File: src/rtl/multiport_register_file_sb_pkg.sv
// Shared types, default sizes and the bypass priority helper
// for the multiport register file.
package regfile_pkg;

  localparam int unsigned RF_DEFAULT_XLEN  = 32;
  localparam int unsigned RF_DEFAULT_NREGS = 32;
  localparam int unsigned RF_MAX_WR        = 4;

  typedef logic [$clog2(RF_DEFAULT_NREGS)-1:0] rf_addr_t;

  // Highest-index set bit of the match vector.
  // Callers qualify the result with |match.
  function automatic int unsigned rf_bypass_sel(input logic [RF_MAX_WR-1:0] match);
    int unsigned sel;
    sel = 0;
    for (int unsigned i = 0; i < RF_MAX_WR; i++) begin
      if (match[i]) sel = i;
    end
    return sel;
  endfunction

endpackage

File: src/rtl/multiport_register_file_sb_if.sv
// Read, write, reserve and scoreboard signals of the register file.
interface multiport_register_file_sb_if #(
  parameter int unsigned XLEN   = 32,
  parameter int unsigned NREGS  = 32,
  parameter int unsigned NUM_RD = 2,
  parameter int unsigned NUM_WR = 1
);
  localparam int unsigned AW = $clog2(NREGS);

  logic [NUM_RD-1:0][AW-1:0]   rd_addr;
  logic [NUM_RD-1:0][XLEN-1:0] rd_data;
  logic [NUM_RD-1:0]           rd_busy;
  logic [NUM_WR-1:0]           wr_en;
  logic [NUM_WR-1:0][AW-1:0]   wr_addr;
  logic [NUM_WR-1:0][XLEN-1:0] wr_data;
  logic                        rsv_en;
  logic [AW-1:0]               rsv_addr;
  logic [NREGS-1:0]            busy_vec;

  modport master (
    output rd_addr, wr_en, wr_addr, wr_data, rsv_en, rsv_addr,
    input  rd_data, rd_busy, busy_vec
  );

  modport slave (
    input  rd_addr, wr_en, wr_addr, wr_data, rsv_en, rsv_addr,
    output rd_data, rd_busy, busy_vec
  );

endinterface

File: src/rtl/multiport_register_file_sb_scoreboard.sv
// Per-register busy bits: writes clear, reservations set, and a
// reservation beats a write to the same register in the same cycle.
module rf_scoreboard #(
  parameter int unsigned NREGS        = 32,
  parameter int unsigned NUM_WR       = 1,
  parameter int unsigned HAS_ZERO_REG = 1,
  parameter int unsigned AW           = $clog2(NREGS)
) (
  input  logic                      clk,
  input  logic                      rst,
  input  logic [NUM_WR-1:0]         wr_en,
  input  logic [NUM_WR-1:0][AW-1:0] wr_addr,
  input  logic                      rsv_en,
  input  logic [AW-1:0]             rsv_addr,
  output logic [NREGS-1:0]          busy_vec
);

  logic [NREGS-1:0] busy_q;
  logic [NREGS-1:0] busy_d;

  always_comb begin
    busy_d = busy_q;
    for (int unsigned w = 0; w < NUM_WR; w++) begin
      if (wr_en[w]) busy_d[wr_addr[w]] = 1'b0;
    end
    if (rsv_en) busy_d[rsv_addr] = 1'b1;
    if (HAS_ZERO_REG != 0) busy_d[0] = 1'b0;
  end

  always_ff @(posedge clk) begin
    if (rst) busy_q <= '0;
    else     busy_q <= busy_d;
  end

  assign busy_vec = busy_q;

endmodule

File: src/rtl/multiport_register_file_sb.sv
// Parametrised N-read / M-write register file with same-cycle write
// bypass and a busy scoreboard for RAW hazard detection at issue.
module multiport_register_file_sb
  import regfile_pkg::*;
#(
  parameter int unsigned XLEN         = RF_DEFAULT_XLEN,
  parameter int unsigned NREGS        = RF_DEFAULT_NREGS,
  parameter int unsigned NUM_RD       = 2,
  parameter int unsigned NUM_WR       = 1,
  parameter int unsigned HAS_ZERO_REG = 1
) (
  input  logic                          clk,
  input  logic                          rst,
  multiport_register_file_sb_if.slave   bus
);

  localparam int unsigned AW = $clog2(NREGS);

  logic [XLEN-1:0]          mem_q [NREGS];
  logic [XLEN-1:0]          mem_d [NREGS];
  logic [NREGS-1:0]         busy_vec;
  logic [RF_MAX_WR-1:0]     match;
  int unsigned              sel;

  rf_scoreboard #(
    .NREGS        (NREGS),
    .NUM_WR       (NUM_WR),
    .HAS_ZERO_REG (HAS_ZERO_REG),
    .AW           (AW)
  ) u_scoreboard (
    .clk      (clk),
    .rst      (rst),
    .wr_en    (bus.wr_en),
    .wr_addr  (bus.wr_addr),
    .rsv_en   (bus.rsv_en),
    .rsv_addr (bus.rsv_addr),
    .busy_vec (busy_vec)
  );

  assign bus.busy_vec = busy_vec;

  // Ascending port order makes the highest-index port win a collision.
  always_comb begin
    mem_d = mem_q;
    for (int unsigned w = 0; w < NUM_WR; w++) begin
      if (bus.wr_en[w] && !(HAS_ZERO_REG != 0 && bus.wr_addr[w] == '0)) begin
        mem_d[bus.wr_addr[w]] = bus.wr_data[w];
      end
    end
  end

  always_ff @(posedge clk) begin
    if (rst) begin
      for (int unsigned i = 0; i < NREGS; i++) mem_q[i] <= '0;
    end else begin
      mem_q <= mem_d;
    end
  end

  // Bypass is suppressed during reset since those writes are discarded.
  always_comb begin
    match       = '0;
    sel         = 0;
    bus.rd_data = '0;
    bus.rd_busy = '0;
    for (int unsigned p = 0; p < NUM_RD; p++) begin
      match = '0;
      for (int unsigned w = 0; w < NUM_WR; w++) begin
        match[w] = !rst && bus.wr_en[w] && (bus.wr_addr[w] == bus.rd_addr[p]);
      end
      sel = rf_bypass_sel(match);
      bus.rd_data[p] = mem_q[bus.rd_addr[p]];
      bus.rd_busy[p] = busy_vec[bus.rd_addr[p]];
      if (|match) begin
        for (int unsigned w = 0; w < NUM_WR; w++) begin
          if (w == sel) bus.rd_data[p] = bus.wr_data[w];
        end
        bus.rd_busy[p] = 1'b0;
      end
      if (HAS_ZERO_REG != 0 && bus.rd_addr[p] == '0) begin
        bus.rd_data[p] = '0;
        bus.rd_busy[p] = 1'b0;
      end
    end
  end

endmodule
File: src/flat_wrapper.sv
// flat-port wrapper written by rule: the top's interface ports become plain ports
module multiport_register_file_sb_flat import regfile_pkg::*;
#(
  parameter int unsigned XLEN         = RF_DEFAULT_XLEN,
  parameter int unsigned NREGS        = RF_DEFAULT_NREGS,
  parameter int unsigned NUM_RD       = 2,
  parameter int unsigned NUM_WR       = 1,
  parameter int unsigned HAS_ZERO_REG = 1
)
  (clk, rst, bus_rd_addr, bus_wr_en, bus_wr_addr, bus_wr_data, bus_rsv_en, bus_rsv_addr, bus_rd_data, bus_rd_busy, bus_busy_vec);
  multiport_register_file_sb_if #(.XLEN(XLEN), .NREGS(NREGS), .NUM_RD(NUM_RD), .NUM_WR(NUM_WR)) bus_i ();
  input  logic clk;
  input  logic rst;
  input wire logic [$bits(bus_i.rd_addr)-1:0] bus_rd_addr;
  input wire logic [$bits(bus_i.wr_en)-1:0] bus_wr_en;
  input wire logic [$bits(bus_i.wr_addr)-1:0] bus_wr_addr;
  input wire logic [$bits(bus_i.wr_data)-1:0] bus_wr_data;
  input wire logic [$bits(bus_i.rsv_en)-1:0] bus_rsv_en;
  input wire logic [$bits(bus_i.rsv_addr)-1:0] bus_rsv_addr;
  output wire logic [$bits(bus_i.rd_data)-1:0] bus_rd_data;
  output wire logic [$bits(bus_i.rd_busy)-1:0] bus_rd_busy;
  output wire logic [$bits(bus_i.busy_vec)-1:0] bus_busy_vec;
  assign bus_i.rd_addr = bus_rd_addr;
  assign bus_i.wr_en = bus_wr_en;
  assign bus_i.wr_addr = bus_wr_addr;
  assign bus_i.wr_data = bus_wr_data;
  assign bus_i.rsv_en = bus_rsv_en;
  assign bus_i.rsv_addr = bus_rsv_addr;
  assign bus_rd_data = bus_i.rd_data;
  assign bus_rd_busy = bus_i.rd_busy;
  assign bus_busy_vec = bus_i.busy_vec;
  multiport_register_file_sb #(.XLEN(XLEN), .NREGS(NREGS), .NUM_RD(NUM_RD), .NUM_WR(NUM_WR), .HAS_ZERO_REG(HAS_ZERO_REG)) u_core (.clk(clk), .rst(rst), .bus(bus_i));
endmodule
File: config.mk
export PLATFORM = sky130hd
export DESIGN_NAME = multiport_register_file_sb_flat
export DESIGN_NICKNAME = d
export VERILOG_FILES = /design/src/rtl/multiport_register_file_sb_pkg.sv /design/src/rtl/multiport_register_file_sb_if.sv /design/src/rtl/multiport_register_file_sb_scoreboard.sv /design/src/rtl/multiport_register_file_sb.sv /design/src/flat_wrapper.sv
export SDC_FILE = /design/constraint.sdc
export NUM_CORES = 2
export LEC_CHECK = 0
export CORE_MARGIN = 2
export CORE_UTILIZATION = 25
export DETAILED_ROUTE_END_ITERATION = 7
export HOLD_SLACK_MARGIN = 0.08
export PLACE_DENSITY = 0.46
export SYNTH_ARGS = -nofsm -noshare
export SYNTH_HDL_FRONTEND = slang
export SYNTH_HIERARCHICAL = 1
export SYNTH_SLANG_ARGS = --single-unit
export TNS_END_PERCENT = 30
File: constraint.sdc
create_clock -name clk -period 5.7 [get_ports clk]
set_clock_uncertainty 0.2 [all_clocks]
set_input_delay 0.855 -clock clk [delete_from_list [all_inputs] [get_ports clk]]
set_output_delay 0.855 -clock clk [all_outputs]
set_load 0.02 [all_outputs]
==> out/results.ini <==
[detailed_routing]
viasPerCell = 5.59
post-route-drc-count = 0
vias = 50600
routed_wl_um = 269000
wl_per_cell_um = 29.7
ant_nets = 0
drt_iter0_drc = 6222
dr.pass1.iters = 5

[hold_path]
worstHoldEndpoint = u_core/mem_q[172]$_SDFFE_PP0P_
worstHoldStart = u_core/mem_q[172]$_SDFFE_PP0P_
holdPathStages = 2
hold_path.class = flip-flop to flip-flop

[cts]
holdBufCountCts = 0
cts_inserted_buffers = 113
insertion_delay_ns = 0.75
clk_path_buf_depth = 3
cts_resized = 0
cts_tree = built
root_buffer = clkbuf_16
cts_max_level = 3
cts.clk_slew.worst_paths_ns = 0.06
post_cts_buffers = 0
cts_sinks = 1055

[timing]
tns_ns = 0
fin_crit_ns = 5.64
finalCritPeriodShare_pct = 98.9
rsz0062_at_grt = no
slew_headroom_pct = 17.1
maxSlewViolCount = 0
clock.fmax_mhz = 177
setup_viol = 0
worst_pin_slew_ns = 1.24
hold_violations = 0

[power_and_ir_drop]
power.density_nw_per_um2 = 273
p_leak_uw = 0.0203
max-vdd-ir-drop_mv = 0.271

[synth]
synth_area_per_cell_um2 = 8.72
synth_area_leaders = dfxtp_1 39%, mux4_2 18%, nand2_1 14%
ys_ff_latch = 1055
synth_cell_types = 68
synth_nets = 6313
syn_inst = 6257
yosys.area.top_type = dfxtp_1
ys.warnings.count = 6
syn_area_um2 = 54500
synth_edf_count = 0
ys.flop_type = dfxtp_1
synth_top_cell_area_share_pct = 38.7
synth.yosys.seq_area_share_pct = 38.7
synthArstFlopShare_pct = 0

[layout]
final_common_cell = nand2_1
finalNetCount = 6163
layout-drive-gt1-share_pct = 17.0
fillers = 22700
final_area_um2 = 63100
finish.utilization_pct = 29.1
regArea_um2 = 21100
layout_common_cells = 2,025 x nand2_1, 1,055 x dfxtp_1, 1,020 x a21oi_1
multi_input_area_um2 = 30700
area_growth_syn_to_layout_pct = 15.7

[setup_path]
crit_path_start_kind = input port
ff2ff_path_depth = 3
crit_required_ns = 4.64
r2r-end = u_core/u_scoreboard/busy_vec[3]$_SDFF_PP0_
r2r-start = u_core/u_scoreboard/busy_vec[3]$_SDFF_PP0_
critPathKind = input port to primary output
cp-end-kind = primary output
cp.arrival_ns = 4.58
r2r_slack_ns = 4.63
startpoint = bus_rd_addr[8]
crit_fanout = 28

[global_route]
antenna_found_initial = 14
grt_usage_pct = 23.4
grt_pass1_wl_um = 376000
grt_max_degree = 200
grt_pass1_vias = 47600
grt_overflow_total = 0

[place]
dp_hpwl_um = 168000
placed_cell_area_um2 = 59200
place.port_buffers = 152
gp_congestion = 0.904

[die]
io_pins = 154
die_w_um = 471
die_area_um2 = 222000
start_util_pct = 25.1
die_h_um = 471
rows = 171
coreArea_um2 = 217000

[status]
status = finished, final reports clean

[job]
drv_cap = 0

## final cells by class
cell class	count	share of cell area [%]
Antenna cell	6	0.0238
Clock buffer	184	5.54
Clock inverter	23	0.541
Inverter	5	0.0317
Multi-Input combinational cell	4540	48.6
Sequential cell	1055	33.5
Tap cell	2854	5.66
Timing Repair Buffer	392	6.14
## cells in the mapped netlist (22+ instances only)
cell type  count
nand2_1     2056
dfxtp_1     1055
a21oi_1     1020
mux4_2       438
clkbuf_1     415
mux2i_1      163
buf_2        139
o22ai_1      115
nor2_1        97
o21ai_0       85
mux2_2        64
a221oi_1      59
nor2b_1       57
buf_4         42
o21ai_1       37
a211oi_1      32
buf_6         26
a22o_1        25
nand3_1       22
## cell families (layout without fill, tap and decap cells)
| logic type | count (synthesis) | in the layout | synth area share (%) |
|---|---|---|---|
| AO/OA/AOI/OAI | 1486 | 1486 | 15.4 |
| AND/OR/NAND/NOR | 2378 | 2378 | 17.5 |
| multiplexers | 665 | 665 | 22.4 |
| XOR/XNOR | 10 | 10 | 0.161 |
| flip-flops | 1055 | 1055 | 38.7 |
| other | 1 | 7 | 0.00688 |
| buffers and inverters | 662 | 604 | 5.83 |
## power by group
| group | switching [µW] | leakage [µW] | internal, µW |
|---|---|---|---|
| clock network | 3360 | 0.00188 | 4410 |
| registers | 40.1 | 0.00850 | 7430 |
| logic | 1350 | 0.00989 | 612 |
| total | 4750 | 0.0203 | 12400 |
## metal layers
layer  up-vias  global-route usage, %  wire, µm
met5         -                      0        41
met4         6                   13.4     16700
met1     25300                   30.2    106000
met2      2944                   36.4    120000
li1      21700                      -         -
met3       670                   4.90     25800
## registers in the layout, summed over array words and instances, names as in the netlist
signal                        flops
u_core/mem_q                   1024
u_core/u_scoreboard/busy_vec     31
## critical path: stages
cell and delay, ns:
buf_2 0.25, clkinv_2 0.10, buf_4 0.23, buf_4 0.55, buf_4 0.44, nor2_1 0.10
o311ai_0 0.93, buf_4 0.24, a22o_1 0.20, clkdlybuf4s50_1 0.64
## worst max-delay path by stage
stage / end / cells after the start
after floorplan: bus_rd_data[0] / 7
after global placement: bus_rd_data[35] / 10
after detailed placement: bus_rd_data[35] / 10
after CTS: bus_rd_data[35] / 10
after global routing: bus_rd_data[35] / 10
final: bus_rd_data[35] / 10
## metrics by stage
stage / hold slack, ns / std cells / power [µW] / setup WS (ns)
finish: 0.262 / 9059 / 17200 / 0.0613
floorplan: 0.242 / 6257 / 8670 / 2.14
global route: 0.282 / 9054 / 17600 / 0.0133
CTS: 0.266 / 9053 / 17300 / 0.137
global placement: 0.248 / 8846 / 9550 / 0.160
detailed placement: 0.257 / 8846 / 9560 / 0.178
No activity file was read; power rests on OpenSTA's default activity.
